===== src/rtl/m_store_buffer_pkg.sv =====
// Shared store-buffer types: store op encodings, byte-enable constants, queued entry layout.
// Latency: n/a (types only).
// Backpressure: n/a.
package m_store_buffer_pkg;

    typedef enum logic [1:0] {
        ST_SW  = 2'd0,
        ST_SH  = 2'd1,
        ST_SB  = 2'd2,
        ST_RSV = 2'd3
    } st_op_e;

    localparam logic [3:0] BE_WORD    = 4'b1111;
    localparam logic [3:0] BE_HALF_LO = 4'b0011;
    localparam logic [3:0] BE_HALF_HI = 4'b1100;
    localparam logic [3:0] BE_BYTE0   = 4'b0001;

    localparam int SB_ADDR_W = 32;

    typedef struct packed {
        logic [SB_ADDR_W-1:0] addr;
        logic [31:0]          wdata;
        logic [3:0]           be;
    } sb_entry_t;

endpackage


===== src/rtl/m_store_buffer_store_align.sv =====
// Narrows a register value into lane-replicated write data and byte enables; flags misalignment.
// Latency: purely combinational.
// Backpressure: none.
module m_store_buffer_store_align
    import m_store_buffer_pkg::*;
(
    input  logic [1:0]  op,
    input  logic [1:0]  addr_lo,
    input  logic [31:0] data,
    output logic [31:0] wdata,
    output logic [3:0]  be,
    output logic        misalign
);

    always_comb begin
        wdata    = data;
        be       = 4'b0000;
        misalign = 1'b0;
        case (st_op_e'(op))
            ST_SW: begin
                be       = BE_WORD;
                misalign = (addr_lo != 2'b00);
            end
            ST_SH: begin
                wdata    = {2{data[15:0]}};
                be       = addr_lo[1] ? BE_HALF_HI : BE_HALF_LO;
                misalign = addr_lo[0];
            end
            ST_SB: begin
                wdata = {4{data[7:0]}};
                be    = BE_BYTE0 << addr_lo;
            end
            default: begin
                be = 4'b0000;
            end
        endcase
    end

endmodule


===== src/rtl/m_store_buffer.sv =====
// M-stage store buffer: aligns SW/SH/SB stores, queues them, drains in order to the data bus.
// Latency: 1 cycle from accepted store to bus_valid; no bypass.
// Backpressure: st_ready drops when full (no ready-through-dequeue); head holds until bus_ready.
module m_store_buffer
    import m_store_buffer_pkg::*;
#(
    parameter int DEPTH  = 2,
    parameter int ADDR_W = SB_ADDR_W
) (
    input  logic              clk,
    input  logic              rst_n,
    input  logic              st_valid,
    input  logic [1:0]        st_op,
    input  logic [ADDR_W-1:0] st_addr,
    input  logic [31:0]       st_data,
    input  logic              st_flush,
    output logic              st_ready,
    output logic              st_exc,
    input  logic [ADDR_W-1:0] ld_addr,
    output logic              ld_conflict,
    output logic              bus_valid,
    output logic [ADDR_W-1:0] bus_addr,
    output logic [31:0]       bus_wdata,
    output logic [3:0]        bus_be,
    input  logic              bus_ready,
    output logic              sb_empty
);

    localparam int PTR_W = $clog2(DEPTH);
    localparam int CNT_W = $clog2(DEPTH + 1);

    sb_entry_t          mem [DEPTH];
    logic [DEPTH-1:0]   ent_vld;
    logic [PTR_W-1:0]   wr_ptr;
    logic [PTR_W-1:0]   rd_ptr;
    logic [CNT_W-1:0]   count;

    logic [31:0]        al_wdata;
    logic [3:0]         al_be;
    logic               al_misalign;
    logic               op_ok;
    logic               enq;
    logic               deq;
    sb_entry_t          new_ent;
    sb_entry_t          head;
    logic               unused_ld_lsb;

    m_store_buffer_store_align u_store_align (
        .op       (st_op),
        .addr_lo  (st_addr[1:0]),
        .data     (st_data),
        .wdata    (al_wdata),
        .be       (al_be),
        .misalign (al_misalign)
    );

    assign op_ok    = (st_op != ST_RSV);
    assign st_exc   = st_valid & op_ok & al_misalign;
    assign st_ready = (count < CNT_W'(DEPTH));
    assign enq      = st_valid & op_ok & st_ready & ~al_misalign & ~st_flush;
    assign bus_valid = (count != '0);
    assign sb_empty  = (count == '0);
    assign deq      = bus_valid & bus_ready;

    assign new_ent.addr  = {st_addr[ADDR_W-1:2], 2'b00};
    assign new_ent.wdata = al_wdata;
    assign new_ent.be    = al_be;

    // Bus outputs come straight from registered storage so they stay stable until dequeue.
    assign head      = mem[rd_ptr];
    assign bus_addr  = head.addr;
    assign bus_wdata = head.wdata;
    assign bus_be    = head.be;

    // Word-granular compare; the byte offset of the load is irrelevant.
    assign unused_ld_lsb = ^ld_addr[1:0];

    always_comb begin
        ld_conflict = 1'b0;
        for (int i = 0; i < DEPTH; i++) begin
            if (ent_vld[i] && (mem[i].addr[ADDR_W-1:2] == ld_addr[ADDR_W-1:2])) begin
                ld_conflict = 1'b1;
            end
        end
    end

    always_ff @(posedge clk or negedge rst_n) begin
        if (!rst_n) begin
            wr_ptr  <= '0;
            rd_ptr  <= '0;
            count   <= '0;
            ent_vld <= '0;
            for (int i = 0; i < DEPTH; i++) begin
                mem[i] <= '0;
            end
        end else begin
            // Read and write slots never coincide: deq needs count>0, enq needs count<DEPTH.
            if (deq) begin
                ent_vld[rd_ptr] <= 1'b0;
                rd_ptr          <= rd_ptr + PTR_W'(1);
            end
            if (enq) begin
                mem[wr_ptr]     <= new_ent;
                ent_vld[wr_ptr] <= 1'b1;
                wr_ptr          <= wr_ptr + PTR_W'(1);
            end
            if (enq && !deq) begin
                count <= count + CNT_W'(1);
            end else if (deq && !enq) begin
                count <= count - CNT_W'(1);
            end
        end
    end

endmodule


===== config.mk =====
export PLATFORM = sky130hd
export DESIGN_NAME = m_store_buffer
export DESIGN_NICKNAME = d
export VERILOG_FILES = /design/src/rtl/m_store_buffer_pkg.sv /design/src/rtl/m_store_buffer_store_align.sv /design/src/rtl/m_store_buffer.sv
export SDC_FILE = /design/constraint.sdc
export NUM_CORES = 1
export LEC_CHECK = 0
export ABC_CLOCK_PERIOD_IN_PS = 1900
export BUFFER_PORTS_ARGS = -buffer_cell sky130_fd_sc_hd__buf_2
export CORE_UTILIZATION = 54
export CTS_CLUSTER_DIAMETER = 150
export DETAILED_ROUTE_END_ITERATION = 12
export PLACE_DENSITY_LB_ADDON = 0.3
export SLEW_MARGIN = 20
export SYNTH_ARGS = -nofsm -noshare
export SYNTH_HDL_FRONTEND = slang
export SYNTH_SLANG_ARGS = --single-unit

===== constraint.sdc =====
create_clock -name clk -period 1.9 [get_ports clk]
set_input_delay 0.38 -clock clk [delete_from_list [all_inputs] [get_ports clk]]
set_output_delay 0.38 -clock clk [all_outputs]
set_load 0.03 [all_outputs]

==> flow_summary_export.csv, run 1 <==
group,metric,value,unit
synthesis,ys.flop_type,"dfrtp_1",
run,drv_cap,0,
clock_network,cts_tree,"built",
layout,final_net_count,939,
grt,grt_pass1_vias,6154,
worst_setup_path,worstPathMaxFanout,2,
place,hpwl,13.4,mm
timing,finalSetupTns,-8.71,ns
synthesis,synth-edff-count,0,
power_and_ir_drop,p_leak,5.31,nW
clock_network,h-tree-depth,4,
synthesis,yosys_register_bits,138,
layout,n_fill_cell,726,
layout,final_common_cell,"mux2_4",
floorplanning,core-area,13200,um^2
floorplanning,start_util,55.3,%
grt,track_usage,31.4,%
place,dp_cells,970,
timing,clock.fmax,391,MHz
outcome,status,"finished with violations",
synthesis,synth_cells,600,
layout,final_cell_mix,"mux2_4 (140), dfrtp_1 (137), buf_2 (100)",
clock_network,insertion_delay,0.43,ns
clock_network,clockBufferDepth,2,
timing,setup_viol,65,
floorplanning,num_rows,42,
synthesis,avgSynthCellArea,12.2,um^2
timing,final-hold-violation-count,0,
timing,timing.final.max_slew_violations,0,
timing,whs,0.201,ns
synthesis,synth_warnings,0,
synthesis,ys_seq_area_share,47.2,%
power_and_ir_drop,ir_worst_vdd,1.36,mV
synthesis,syn_area,7320,um^2
floorplanning,die_w,118,um
layout,fin_util,79.3,%
place,gp_congestion,0.887,
power_and_ir_drop,p_total,20.7,mW
route,wl,22.7,mm
route,wl_per_cell,22.2,um
route,drc,0,
floorplanning,io_pins,176,
worst_setup_path,cp.arrival,2.18,ns
grt,grt-ovfl-total,0,
place,dp_slack,-0.426,ns
layout,multi_input_area,4030,um^2
route,vias_per_cell,5.76,
outcome,violations,"negative setup slack",
clock_network,numCtsBuffers,17,
floorplanning,die_area,14000,um^2
route,num_vias,5886,
synthesis,ys_types,32,
layout,syn_to_final_growth,43.5,%
floorplanning,die_h,118,um
timing,tightest_slew,0.512,ns
route,antenna_left,0,
power_and_ir_drop,p_per_area,1970,nW/um^2
timing,slew_headroom,65.8,%
timing,period_share,135,%
layout,layout-drive-gt1-share,53.0,%
place,io_buffer_count,171,
route,drtPass1Iterations,5,
timing,worst_clock_skew,0.00615,ns
synthesis,synth-async-reset-ratio,100,%
worst_setup_path,critPathKind,"register to output port",
clock_network,cts_num_sinks,138,
worst_hold_path,hp-class,"input pin to register",
worst_setup_path,critPathLaunchType,"register",
route,first_iter_violations,453,
clock_network,clkSlewWorstSetupHoldPaths,0.06,ns
timing,fin_crit,2.56,ns
timing,rsz0062_at_grt,"true",
worst_setup_path,required,1.52,ns
layout,fin_cells,1021,
grt,antenna_found_initial,2,
worst_setup_path,cp-end-kind,"output port",
place,placedInstanceArea,8790,um^2
clock_network,root_buffer,"clkbuf_16",
layout,regArea,3450,um^2
layout,finalInstanceArea,10500,um^2
timing,layout_setup_ws,-0.659,ns
grt,grt_max_degree,59,
grt,grt_pass1_wl,33.1,mm
## timing repair
action	in CTS	in global routing
cloned	8	0
endpoints found under the setup margin	68	68
gates resized for setup	179	77
buffers inserted	16	3
hold buffers	1	0
hold endpoints to repair	49	0
pin swaps	10	4
## critical path: stages (launching register included)
cell	delay [ns]
dfrtp_1	0.41
xnor2_2	0.26
nand4_1	0.13
or4_4	0.56
o22ai_4	0.22
buf_6	0.16
## synth_stat cells, drive strengths merged (8+ instances only)
cell	instances	area (um^2)
mux2	146	1920
dfrtp	138	3450
o21ai	64	320
nand2	63	236
xnor2	34	298
xor2	31	272
buf	20	159
a22oi	16	120
clkbuf	16	60.1
a21oi	13	65.1
nand4	10	62.6
nor2b	9	56.3
inv	8	30.0
## cell families after synthesis
family | synth area share (%)
AO/OA/AOI/OAI | 7.74
multiplexers | 26.2
XOR/XNOR | 7.78
buffers and inverters | 3.40
flip-flops | 47.2
AND/OR/NAND/NOR | 6.60
adder cells (fa/ha/maj) | 1.03
other | 0.0512
## cell type report
| type | count | share of cell area, % |
|---|---|---|
| flip-flops and latches | 138 | 32.9 |
| inverters | 8 | 0.381 |
| diodes | 2 | 0.0476 |
| clock inverters | 14 | 1.88 |
| repair buffers | 246 | 20.2 |
| clock buffers | 18 | 4.18 |
| well taps | 176 | 2.10 |
| multi-input cells | 419 | 38.3 |
## where the power goes
part           internal, mW  switching [mW]  leakage [nW]
logic                  6.23            5.45          3.30
clock network          2.23            1.34         0.294
registers              4.33            1.15          1.72
## routing by layer
metal,track usage [%],vias to the layer above,part of all wire [%]
met5,0,-,0
met4,15.1,0,3.1
met3,6.81,64,6.8
met2,51.7,290,51
met1,39.6,2979,39
li1,-,2553,-
## sequential cells by signal, summed over array words and instances, names as in the netlist
signal   count
wr_ptr       1
mem        132
count        2
rd_ptr       1
ent_vld      2
## path summary, 6_finish.rpt
path                                 startpoint              endpoint  slack, ns  depth (start not counted)
max in group asynchronous                 rst_n   mem[29]$_DFFE_PN0P_       0.75                          3
max                        mem[131]$_DFFE_PN0P_           ld_conflict      -0.66                          5
max reg2reg                count[1]$_DFFE_PN0P_   mem[31]$_DFFE_PN0P_       0.20                          7
min reg2reg                 mem[82]$_DFFE_PN0P_   mem[82]$_DFFE_PN0P_       0.48                          2
min                                 st_addr[29]  mem[133]$_DFFE_PN0P_       0.20                          2
min in group asynchronous                 rst_n   mem[50]$_DFFE_PN0P_       0.46                          2
Note: power is estimated with default switching activity, not from simulation.
==> run 2, diff against run 1 <==
--- a/config.mk
+++ b/config.mk
@@ -6,10 +6,10 @@
 export NUM_CORES = 1
 export LEC_CHECK = 0
 export ABC_CLOCK_PERIOD_IN_PS = 1900
-export BUFFER_PORTS_ARGS = -buffer_cell sky130_fd_sc_hd__buf_2
-export CORE_UTILIZATION = 54
+export CORE_UTILIZATION = 60
 export CTS_CLUSTER_DIAMETER = 150
 export DETAILED_ROUTE_END_ITERATION = 12
+export DONT_BUFFER_PORTS = 1
 export PLACE_DENSITY_LB_ADDON = 0.3
 export SLEW_MARGIN = 20
 export SYNTH_ARGS = -nofsm -noshare
==> run 2 against run 1 <==
Effect of this change: the flow finishes with violations (negative hold slack, negative setup slack); clock skew grew 0.00075 ns; flip-flop and latch count unchanged; count of clock-buffer cells in the layout unchanged; largest cell class unchanged; highest routed layer unchanged.
==> flow_summary_export.csv, run 2 (same netlist as run 1, synthesis figures left out) <==
group,metric,value,unit
worst_setup_path,cp-end-kind,"output port",
outcome,violations,"negative hold slack, negative setup slack",
floorplanning,die_h,112,um
floorplanning,die_w,112,um
worst_setup_path,cp_slowest_cell,"or4_4",
layout,final_net_count,764,
layout,reg_top3,"mem (132), count (2), ent_vld (2)",
grt,track_usage,31.9,%
route,wl,19.9,mm
timing,worst_clock_skew,0.00691,ns
worst_setup_path,slowest_delay,0.55,ns
route,antenna_left,0,
timing,final-hold-violation-count,138,
layout,finalInstanceArea,9000,um^2
place,gp_congestion,0.877,
route,vias_per_cell,6.29,
route,num_vias,5095,
grt,antenna_found_initial,0,
floorplanning,start_util,62.8,%
layout,final_common_cell,"mux2_4",
floorplanning,num_rows,39,
timing,setup_viol,67,
outcome,status,"finished with violations",
power_and_ir_drop,ir_worst_vdd,1.09,mV
grt,grt_pass1_vias,5368,
layout,n_fill_cell,689,
timing,tightest_slew,0.505,ns
place,io_buffer_count,0,
timing,slew_headroom,66.3,%
timing,timing.final.max_slew_violations,0,
floorplanning,die_area,12600,um^2
layout,top_register,"mem",
worst_setup_path,crit_start,"mem[132]$_DFFE_PN0P_",
clock_network,clockBufferDepth,2,
worst_setup_path,cp.arrival,2.09,ns
place,placedInstanceArea,7760,um^2
timing,rsz0062_at_grt,"true",
route,first_iter_violations,509,
layout,multi_input_area,3960,um^2
worst_setup_path,crit_chain,"xnor2_2 -> buf_4 -> nand4_1 -> or4_4 -> o22ai_4 -> buf_6",
layout,largest_register_ffs,132,
layout,syn_to_final_growth,22.9,%
clock_network,root_buffer,"clkbuf_16",
clock_network,h-tree-depth,4,
floorplanning,io_pins,176,
worst_setup_path,critPathLaunchType,"register",
timing,fin_crit,2.47,ns
route,drc,0,
layout,regArea,3450,um^2
worst_setup_path,worstPathMaxFanout,2,
layout,final_cell_mix,"mux2_4 (140), dfrtp_1 (137), o21ai_0 (64)",
clock_network,clkSlewWorstSetupHoldPaths,0.06,ns
worst_setup_path,critPathKind,"register to output port",
run,drv_cap,0,
power_and_ir_drop,p_leak,4.42,nW
timing,clock.fmax,405,MHz
timing,layout_setup_ws,-0.572,ns
grt,grt_pass1_wl,29.9,mm
grt,grt-ovfl-total,0,
grt,grt_max_degree,139,
layout,layout-drive-gt1-share,39.7,%
worst_setup_path,ff2ff_setup_slack,0.13,ns
timing,whs,-0.343,ns
worst_setup_path,required,1.52,ns
place,hpwl,12.5,mm
floorplanning,core-area,11700,um^2
layout,antenna_cells,0,
route,drtPass1Iterations,6,
clock_network,insertion_delay,0.42,ns
clock_network,cts_tree,"built",
route,wl_per_cell,24.5,um
timing,period_share,130,%
power_and_ir_drop,p_per_area,2010,nW/um^2
clock_network,cts_num_sinks,138,
clock_network,numCtsBuffers,17,
power_and_ir_drop,p_total,18.1,mW
worst_setup_path,worstReg2RegStart,"count[1]$_DFFE_PN0P_",
worst_hold_path,hp-class,"input pin to async pin",
## run 2: worst paths after layout
check | endpoint | depth (start not counted)
max in group asynchronous | mem[114]$_DFFE_PN0P_ | 0
min in group clk | mem[129]$_DFFE_PN0P_ | 1
setup / recovery | ld_conflict | 6
hold reg to reg | mem[68]$_DFFE_PN0P_ | 2
setup reg to reg | mem[17]$_DFFE_PN0P_ | 6
hold / removal | mem[51]$_DFFE_PN0P_ | 0
## run 2: area by class of cell
type	instances	area share [%]
multi-input cells	419	44.0
flip-flops and latches	138	38.4
repair buffers	71	8.48
clock buffers	18	4.88
well taps	143	1.99
clock inverters	13	1.88
inverters	8	0.375
## run 2: worst max-delay path: cells and delay by family, from the launching register on
family                 cells  cell delay, ns
AND/OR/NAND/NOR            2            0.64
buffers and inverters      2            0.30
XOR/XNOR                   1            0.15
flip-flops                 1            0.40
AO/OA/AOI/OAI              1            0.17
## run 2: stage by stage
stage               std cells  TNS [ns]  setup slack [ns]  hold WS, ns  util (%)
finish                    810     -4.61            -0.572       -0.343      77.2
global route              810     -6.65            -0.615       -0.362      77.2
CTS                       803     -3.69            -0.601       -0.365      75.9
detailed placement        760     -7.27            -0.229       0.0868      66.5
global placement          760     -2.27            -0.210       0.0868      66.5
floorplan                 601         0           0.00695       0.0844         -
## run 2: repair_timing
item / 4_1_cts / 5_1_grt
hold endpoints to repair: 138 / 138
pin swaps: 4 / 1
endpoints found under the setup margin: 44 / 69
setup buffers: 8 / 5
gates cloned: 5 / 4
gates resized for setup: 79 / 16
## run 2: metal layers
metal | global-route usage, % | share of wire (%)
met5 | 0 | 0
met4 | 13.1 | 2.9
met3 | 11.3 | 9.3
met2 | 52.6 | 50
met1 | 38.0 | 37
## run 2: power breakdown
part	internal, mW	total (mW)	switching, mW
registers	4.33	5.45	1.12
clock network	2.10	3.41	1.31
logic	4.51	9.27	4.75
